==> src/rtl/alu_vector_recorder_if.sv <==
// Capture-side and nibble-stream-side signals of the ALU vector recorder.
// The slave modport is the recorder's view; master is the producer/sink's view.
interface alu_vector_recorder_if;
   logic        in_valid;
   logic        in_ready;
   logic [1:0]  ALUControl;
   logic [31:0] A;
   logic [31:0] B;
   logic [31:0] y;
   logic        out_valid;
   logic        out_ready;
   logic [3:0]  out_nibble;
   logic        out_last;

   modport slave (
      input  in_valid, ALUControl, A, B, y, out_ready,
      output in_ready, out_valid, out_nibble, out_last
   );

   modport master (
      output in_valid, ALUControl, A, B, y, out_ready,
      input  in_ready, out_valid, out_nibble, out_last
   );
endinterface

==> src/rtl/alu_vector_recorder.sv <==
// Packs ALU transactions into 100-bit vectors, queues them, and streams each as 25 hex nibbles MSB-first.
// Latency: 2 cycles capture-to-first-nibble when idle; in_ready drops on a full FIFO, out_ready stalls the stream.
module alu_vector_recorder #(
   parameter int DEPTH = 16,
   parameter int CNT_W = 16
) (
   input  logic                 clk,
   input  logic                 rst_n,
   input  logic                 clear,
   alu_vector_recorder_if.slave bus,
   output logic                 overflow,
   output logic [CNT_W-1:0]     vec_count
);
   localparam int AW = $clog2(DEPTH);

   typedef enum logic {IDLE, SEND} state_t;

   logic [99:0]   mem [DEPTH];
   logic [AW-1:0] wr_ptr;
   logic [AW-1:0] rd_ptr;
   logic [AW:0]   count;
   logic          empty;
   logic          full;
   logic          push;
   logic          pop;
   logic [99:0]   wdat;

   state_t        state;
   state_t        state_n;
   logic [99:0]   shreg;
   logic [4:0]    digit;
   logic          load;
   logic          shift;
   logic          inc_cnt;
   logic          last_digit;

   assign empty = (count == '0);
   assign full  = (count == (AW+1)'(DEPTH));
   assign wdat  = {2'b00, bus.ALUControl, bus.A, bus.B, bus.y};

   // Registered full only: a pop this cycle does not open a slot for this cycle's push.
   assign bus.in_ready = !full;
   assign push         = bus.in_valid && !full && !clear;

   always_ff @(posedge clk) begin
      if (push) begin
         mem[wr_ptr] <= wdat;
      end
   end

   always_ff @(posedge clk or negedge rst_n) begin
      if (!rst_n) begin
         wr_ptr <= '0;
         rd_ptr <= '0;
         count  <= '0;
      end else if (clear) begin
         wr_ptr <= '0;
         rd_ptr <= '0;
         count  <= '0;
      end else begin
         if (push) wr_ptr <= wr_ptr + 1'b1;
         if (pop)  rd_ptr <= rd_ptr + 1'b1;
         if (push && !pop)      count <= count + 1'b1;
         else if (pop && !push) count <= count - 1'b1;
      end
   end

   assign last_digit = (digit == 5'd24);

   always_comb begin
      state_n = state;
      pop     = 1'b0;
      load    = 1'b0;
      shift   = 1'b0;
      inc_cnt = 1'b0;
      if (clear) begin
         state_n = IDLE;
      end else begin
         case (state)
            IDLE: begin
               if (!empty) begin
                  pop     = 1'b1;
                  load    = 1'b1;
                  state_n = SEND;
               end
            end
            SEND: begin
               if (bus.out_ready) begin
                  if (!last_digit) begin
                     shift = 1'b1;
                  end else begin
                     inc_cnt = 1'b1;
                     // Chain straight into the next queued vector to avoid a bubble.
                     if (!empty) begin
                        pop  = 1'b1;
                        load = 1'b1;
                     end else begin
                        state_n = IDLE;
                     end
                  end
               end
            end
            default: state_n = IDLE;
         endcase
      end
   end

   always_ff @(posedge clk or negedge rst_n) begin
      if (!rst_n) begin
         state     <= IDLE;
         shreg     <= '0;
         digit     <= '0;
         vec_count <= '0;
         overflow  <= 1'b0;
      end else begin
         state <= state_n;
         if (load) begin
            shreg <= mem[rd_ptr];
            digit <= '0;
         end else if (shift) begin
            shreg <= {shreg[95:0], 4'h0};
            digit <= digit + 5'd1;
         end
         if (inc_cnt) vec_count <= vec_count + 1'b1;
         if (clear)                          overflow <= 1'b0;
         else if (bus.in_valid && full)      overflow <= 1'b1;
      end
   end

   assign bus.out_valid  = (state == SEND);
   assign bus.out_nibble = (state == SEND) ? shreg[99:96] : 4'h0;
   assign bus.out_last   = (state == SEND) && last_digit;
endmodule

==> src/flat_wrapper.sv <==
// flat-port wrapper written by rule: the top's interface ports become plain ports
module alu_vector_recorder_flat 
#(
   parameter int DEPTH = 16,
   parameter int CNT_W = 16
)
  (clk, rst_n, clear, overflow, vec_count, bus_in_valid, bus_ALUControl, bus_A, bus_B, bus_y, bus_out_ready, bus_in_ready, bus_out_valid, bus_out_nibble, bus_out_last);
  alu_vector_recorder_if bus_i ();
  input  logic clk;
  input  logic rst_n;
  input  logic clear;
  output logic overflow;
  output logic [CNT_W-1:0] vec_count;
  input wire logic [$bits(bus_i.in_valid)-1:0] bus_in_valid;
  input wire logic [$bits(bus_i.ALUControl)-1:0] bus_ALUControl;
  input wire logic [$bits(bus_i.A)-1:0] bus_A;
  input wire logic [$bits(bus_i.B)-1:0] bus_B;
  input wire logic [$bits(bus_i.y)-1:0] bus_y;
  input wire logic [$bits(bus_i.out_ready)-1:0] bus_out_ready;
  output wire logic [$bits(bus_i.in_ready)-1:0] bus_in_ready;
  output wire logic [$bits(bus_i.out_valid)-1:0] bus_out_valid;
  output wire logic [$bits(bus_i.out_nibble)-1:0] bus_out_nibble;
  output wire logic [$bits(bus_i.out_last)-1:0] bus_out_last;
  assign bus_i.in_valid = bus_in_valid;
  assign bus_i.ALUControl = bus_ALUControl;
  assign bus_i.A = bus_A;
  assign bus_i.B = bus_B;
  assign bus_i.y = bus_y;
  assign bus_i.out_ready = bus_out_ready;
  assign bus_in_ready = bus_i.in_ready;
  assign bus_out_valid = bus_i.out_valid;
  assign bus_out_nibble = bus_i.out_nibble;
  assign bus_out_last = bus_i.out_last;
  alu_vector_recorder #(.DEPTH(DEPTH), .CNT_W(CNT_W)) u_core (.clk(clk), .rst_n(rst_n), .clear(clear), .bus(bus_i), .overflow(overflow), .vec_count(vec_count));
endmodule
==> config.mk <==
export PLATFORM = sky130hd
export DESIGN_NAME = alu_vector_recorder_flat
export DESIGN_NICKNAME = d
export VERILOG_FILES = /design/src/rtl/alu_vector_recorder_if.sv /design/src/rtl/alu_vector_recorder.sv /design/src/flat_wrapper.sv
export SDC_FILE = /design/constraint.sdc
export NUM_CORES = 2
export LEC_CHECK = 0
export ABC_AREA = 1
export CAP_MARGIN = 20
export CORE_MARGIN = 3
export CORE_UTILIZATION = 30
export DETAILED_ROUTE_END_ITERATION = 8
export PLACE_DENSITY_LB_ADDON = 0.2
export SLEW_MARGIN = 20
export SYNTH_ARGS = -nofsm -noshare
export SYNTH_HDL_FRONTEND = slang
export SYNTH_SLANG_ARGS = --single-unit
==> constraint.sdc <==
create_clock -name clk -period 8.6 [get_ports clk]
set_clock_uncertainty 0.15 [all_clocks]
set_input_delay 1.72 -clock clk [delete_from_list [all_inputs] [get_ports clk]]
set_output_delay 1.72 -clock clk [all_outputs]
set_load 0.01 [all_outputs]
Yosys cells after proc, flatten, opt, wreduce, memory -nomap -nowiden
Memories as Yosys holds them, arrays and structs flattened.
Index checks and enable logic that the tools add are counted.
{"block": "word_totals", "register_bits": 136, "latchBits": 0, "mem_bits_rw": 1568, "romBits": 0, "inputBits": 103, "out_inout_bits": 24, "wordCells": 67, "mem_count": 1}
{"block": "classes", "add_sub_neg": 6, "multipliers": 0, "div_mod_pow": 0, "n_lt_le_gt_ge": 0, "n_eq_ne": 2, "shifts": 0, "n_mux": 33, "bitwise_logic": 1, "n_reduce_logical": 16}
{"memory": "u_core.mem", "depth": 16, "word_bits": 98, "read_ports": 1, "rd_ports_with_merged_regs": 0, "wr": 1, "line_no": "alu_vector_recorder.sv:18", "source": "logic [99:0] mem [DEPTH];"}
{"op": "$mux W100", "n": 2}
{"op": "$mux W5", "n": 5}
{"op": "$mux W4", "n": 5}
{"op": "$mux W1", "n": 19}
{"op": "$add A16 B1 Y16 const B", "n": 1}
{"op": "$add A5 B1 Y5 const B", "n": 2}
{"op": "$eq A5 B5 Y1 const B", "n": 2}
{"op": "$add A4 B1 Y4 const B", "n": 2}
{"op": "$reduce_bool A2 Y1", "n": 4}
{"op": "$logic_and A1 B1 Y1", "n": 6}
{"op": "$logic_not A5 Y1", "n": 1}
{"op": "$sub A5 B1 Y5 const B", "n": 1}
{"op": "$logic_not A1 Y1", "n": 4}
{"op": "$pmux W1 S2", "n": 2}
{"op": "$reduce_bool A3 Y1", "n": 1}
{"op": "$not A1 Y1", "n": 1}

Depth between registers and ports, before layout
{"block": "logic_depth", "word_depth": 10, "mapped_depth": 18, "ltp_nobuf": 18}

Least setup slack after synthesis
Ideal clock, no wire load.
{"block": "synth_path", "kind": "input -> register", "start": "input port clear", "end": "memory u_core.mem[1][0] in the netlist's numbering, enable pin", "setup_ns": 0.676, "arrival_ns": 8.908, "setup_slack_ns": -1.134, "path_stages": 4, "path_buffers": 1, "path_cell_list": "buf_2 nor2_4 clkinv_1 nor3_1"}
{"block": "synth_between", "elab_chain_cells": 4}
{"item": "from (decl)", "line_no": "flat_wrapper.sv:11", "source": "input logic clear;"}
{"item": "$logic_not A1 Y1", "line_no": "alu_vector_recorder.sv:43", "source": "assign push = bus.in_valid && !full && !clear;"}
{"item": "$logic_and A1 B1 Y1", "line_no": "alu_vector_recorder.sv:43"}
{"item": "$mux W1", "line_no": "alu_vector_recorder.sv:46", "source": "if (push) begin"}
{"item": "$mux W1 (not written as such)", "line_no": "alu_vector_recorder.sv:47", "source": "mem[wr_ptr] <= wdat;"}
{"item": "to (decl)", "line_no": "alu_vector_recorder.sv:18"}
No other way between the ends.

Worst setup path after layout
{"block": "layout_path", "start": "input port clear", "end": "register u_core.shreg[79]"}
{"block": "layout_between", "elab_chain_cells": 2, "elab_cells_between_ends": 4, "cone_classes": "mux (3); reduce/logical (1)"}
{"item": "$mux W1", "line_no": "alu_vector_recorder.sv:76", "source": "if (clear) begin"}
{"item": "$mux W100 / $reduce_bool A2 Y1 (equally long branches)"}
{"item": "to (signal assigned)", "line_no": "alu_vector_recorder.sv:118", "source": "shreg <= mem[rd_ptr];"}
{"item": "to (signal assigned)", "line_no": "alu_vector_recorder.sv:121", "source": "shreg <= {shreg[95:0], 4'h0};"}
{"item": "to (decl)", "line_no": "alu_vector_recorder.sv:30", "source": "logic [99:0] shreg;"}
Several ways; a longest one is shown, not always the timed one.
A chain may end at the register's enable or synchronous reset.

==> out/metrics.csv <==
stage,metric,value,unit
timing,f_max,206.6,MHz
clock_network,Max clock buf depth,3,
clock_network,Num CTS Buffers,185,
cells_and_area,P&R area growth vs syn,15.11,%
floorplan,FP Rows,173,
worst_setup_path,Worst path max stage delay,810,ps
run,number of max-cap violations,0,
run_status,status,"finished, final reports clean",
worst_setup_path,ordered cell list for the critical path,clkdlybuf4s50_1 -> inv_2 -> nand2_1 -> nor2_1 -> nand2_4 -> nand2_2 -> inv_6 -> buf_4 -> a21oi_1 -> nand2_1,
logic_synthesis,Synth top area share,69.41,%
global_routing,gr ovfl total,0,
cells_and_area,"commonest cells after routing, fill and taps aside","1568 x edfxtp_1, 1251 x nand2_1, 592 x nor2_1",
detailed_routing,DRT iter0 DRCs,3820,
worst_setup_path,CP Depth,10,
placement,Placed Cells,8447,
cells_and_area,NumNets Final,5775,
cells_and_area,share of cells above drive strength 1,6.119,%
worst_setup_path,reg2reg start,u_core.rd_ptr[1],
worst_setup_path,R2R cell count,9,
floorplan,chip width,481.5,um
cells_and_area,end-of-flow core utilization,34.93,%
worst_setup_path,crit-path leading delay family,buffers and inverters,
worst_setup_path,kind of start point of the critical path,primary input,
global_routing,total track usage,16.43,%
clock_network,Clock Pin Slew Worst Setup and Hold Paths,60,ps
global_routing,initial antenna violation count,16,
cells_and_area,filler-free cell count of the finished design,8798,
detailed_routing,"antenna viol nets, final",0,
placement,Post-DP Area,72040,sq um
timing,Worst Hold Margin,330.0,ps
worst_setup_path,CP max FO,50,
pwr,P per Cell Area,280.5,nW/um^2
floorplan,Chip Height,481.5,um
detailed_routing,# DRC,0,
floorplan,CORE AREA,223600,sq um
clock_network,Post-CTS Setup Bufs,0,
cells_and_area,filler instances,21906,
pwr,Pleak,27.53,nW
worst_setup_path,Most common cell on crit path,nand2_1,
clock_network,post-cts repair resize count,0,
global_routing,vias in the first global route,41830,
cells_and_area,area of the multi-input gates,14970,sq um
logic_synthesis,Ys Warns,0,
floorplan,initial core utilization,30.34,%
logic_synthesis,Mean Syn Cell Area,12.07,sq um
timing,Slew headroom,21.33,%
detailed_routing,wire per inst,22.04,um
detailed_routing,Vias,42753,
placement,DPL Wire Length,93770,um
logic_synthesis,mapped cell area,67840,sq um
clock_network,CTS sink cnt,1704,
global_routing,pin count of the biggest net entering global routing,202,
clock_network,H-tree lvl count,4,
logic_synthesis,sequential cell area fraction in the yosys report,74.42,%
cells_and_area,register area,50500,sq um
timing,worst slew pin tran,1180,ps
worst_setup_path,CP Buf/Inv Count,4,
cells_and_area,"most common cell after layout, fill and taps aside",edfxtp_1,
floorplan,I/O pins,127,
worst_setup_path,CP endpoint kind,flop,
logic_synthesis,Synth area leader,edfxtp_1,
worst_setup_path,Setup CP Type,in2reg,
logic_synthesis,Mapped Nets,5736,
min_path,hold endpoint,u_core.shreg[57],
worst_setup_path,CP Launch Point,clear,
clock_network,CTS root buffer,clkbuf_16,
min_path,hold path depth,2,
timing,Setup Viol. Count Final,0,
worst_setup_path,CP max stage cell,clkdlybuf4s50_1,
detailed_routing,DR vias/cell,4.859,
min_path,Worst Hold Class,reg2reg,
clock_network,hold buffer count at cts,0,
placement,Port Buf Inserts,126,
worst_setup_path,"Arr. time, crit path",5430,ps
timing,final hold vios,0,
pwr,Max VDD drop,0.1760,mV
logic_synthesis,synthesized flop and latch total,1704,
logic_synthesis,Syn Inst Count,5620,
cells_and_area,Final Cell Area,78090,sq um
timing,RSZ-0062 raised after global routing,false,
timing,setup tns final,0,ps
timing,Tmin final,4839,ps
logic_synthesis,Netlist cell types,28,
min_path,hold wc startpoint,u_core.shreg[57],
detailed_routing,Initial DRT Pass Iterations,5,
floorplan,die footprint,231900,sq um
worst_setup_path,Worst R2R Setup Slack,4120,ps
worst_setup_path,CP required,9190,ps
timing,Slew Limit Fails,0,
clock_network,Clock Latency Late Sink,820,ps
global_routing,first-pass GRT wire length,288000,um
clock_network,TritonCTS clock tree,done,
detailed_routing,total wire length,193900,um
timing,final period utilization,56.27,%
worst_setup_path,reg-to-reg endpoint,u_core.shreg[38],
logic_synthesis,top post-synthesis cells by area,"edfxtp_1 69%, nand2_1 6.9%, dfrtp_1 5.0%",
placement,GPL Wtd Cong,0.7435,
[metal layers]
metal | GRT usage, % | vias up | wire length [um] | part of all wire, %
met1 | 23.25 | 21666 | 90090 | 46
li1 | - | 19885 | - | -
met2 | 26.80 | 975 | 91850 | 47
met4 | 3.215 | 2 | 2863 | 1.5
met3 | 2.534 | 225 | 9073 | 4.7
met5 | 0 | - | 13 | 0.0067
[where the power goes]
| part | total, mW | internal [mW] | switching (mW) | leakage, nW |
|---|---|---|---|---|
| Combinational | 4.31 | 1.21 | 3.10 | 8.75 |
| Clock | 7.90 | 4.63 | 3.28 | 2.94 |
| Sequential | 9.69 | 9.41 | 0.282 | 15.8 |
| Total | 21.9 | 15.2 | 6.66 | 27.5 |
[cell families (layout without fill, tap and decap cells)]
kind of cell	Yosys count	after routing	share of synthesized area, %
compound gates	1156	1156	8.875
xor+xnor	15	15	0.1936
fa+ha+maj	13	13	0.2508
buf+inv	572	770	3.672
flops	1704	1704	74.42
other cells	0	5	0
simple gates	2160	2160	12.59
[cell usage after synthesis]
master	instances
clkbuf_1	141
inv_2	8
xnor2_1	4
nor2_2	1
o21ai_0	488
nor3_1	114
xor2_1	11
nor3b_1	2
nor3_2	1
nand3_2	3
dfrtp_1	136
nor2_1	596
buf_4	26
fa_1	1
buf_1	8
o22ai_1	188
a21oi_1	480
ha_1	12
nand2_1	1253
buf_6	7
clkinv_1	1
nor2_4	1
nand4_1	4
buf_2	155
nand3_1	182
nand2_2	3
inv_1	226
edfxtp_1	1568
[sequential cells by signal (all words and copies together) (netlist names)]
register and count:
u_core.rd_ptr 4, u_core.count 5, u_core.bus.out_valid 1, u_core.wr_ptr 4, u_core.overflow 1, u_core.digit 5, u_core.vec_count 16, u_core.shreg 100
u_core.mem 1568
[how the worst max path moves through the flow]
stage	end	slack, ps
2_1_floorplan	u_core.mem[1][0]	-1130
3_3_place_gp	u_core.shreg[66]	3060
3_5_place_dp	u_core.shreg[87]	3010
4_1_cts	u_core.shreg[51]	3880
5_1_grt	u_core.shreg[96]	3600
6_report	u_core.shreg[79]	3760
[worst min-delay path, stage by stage (launching register included)]
cell	delay, ps
dfrtp_1	340
a21oi_1	60
nand2_1	50
[layout make-up]
class                   count  share of cell area (%)
diodes                      5                 0.01602
clock buffers             263                   6.593
clock inverters            83                   1.142
inverters                 235                   1.190
multi-input cells        3344                   19.16
flip-flops and latches   1704                   64.66
well taps                2975                   4.766
repair buffers            189                   2.467
[through the flow]
step | setup WS (ps) | power (mW)
6_report | 3761 | 21.90
5_1_grt | 3598 | 23.06
4_1_cts | 3878 | 22.18
3_5_place_dp | 3015 | 14.23
3_3_place_gp | 3064 | 14.23
2_1_floorplan | -1134 | 12.78
Power figures use the tool's default switching activity.
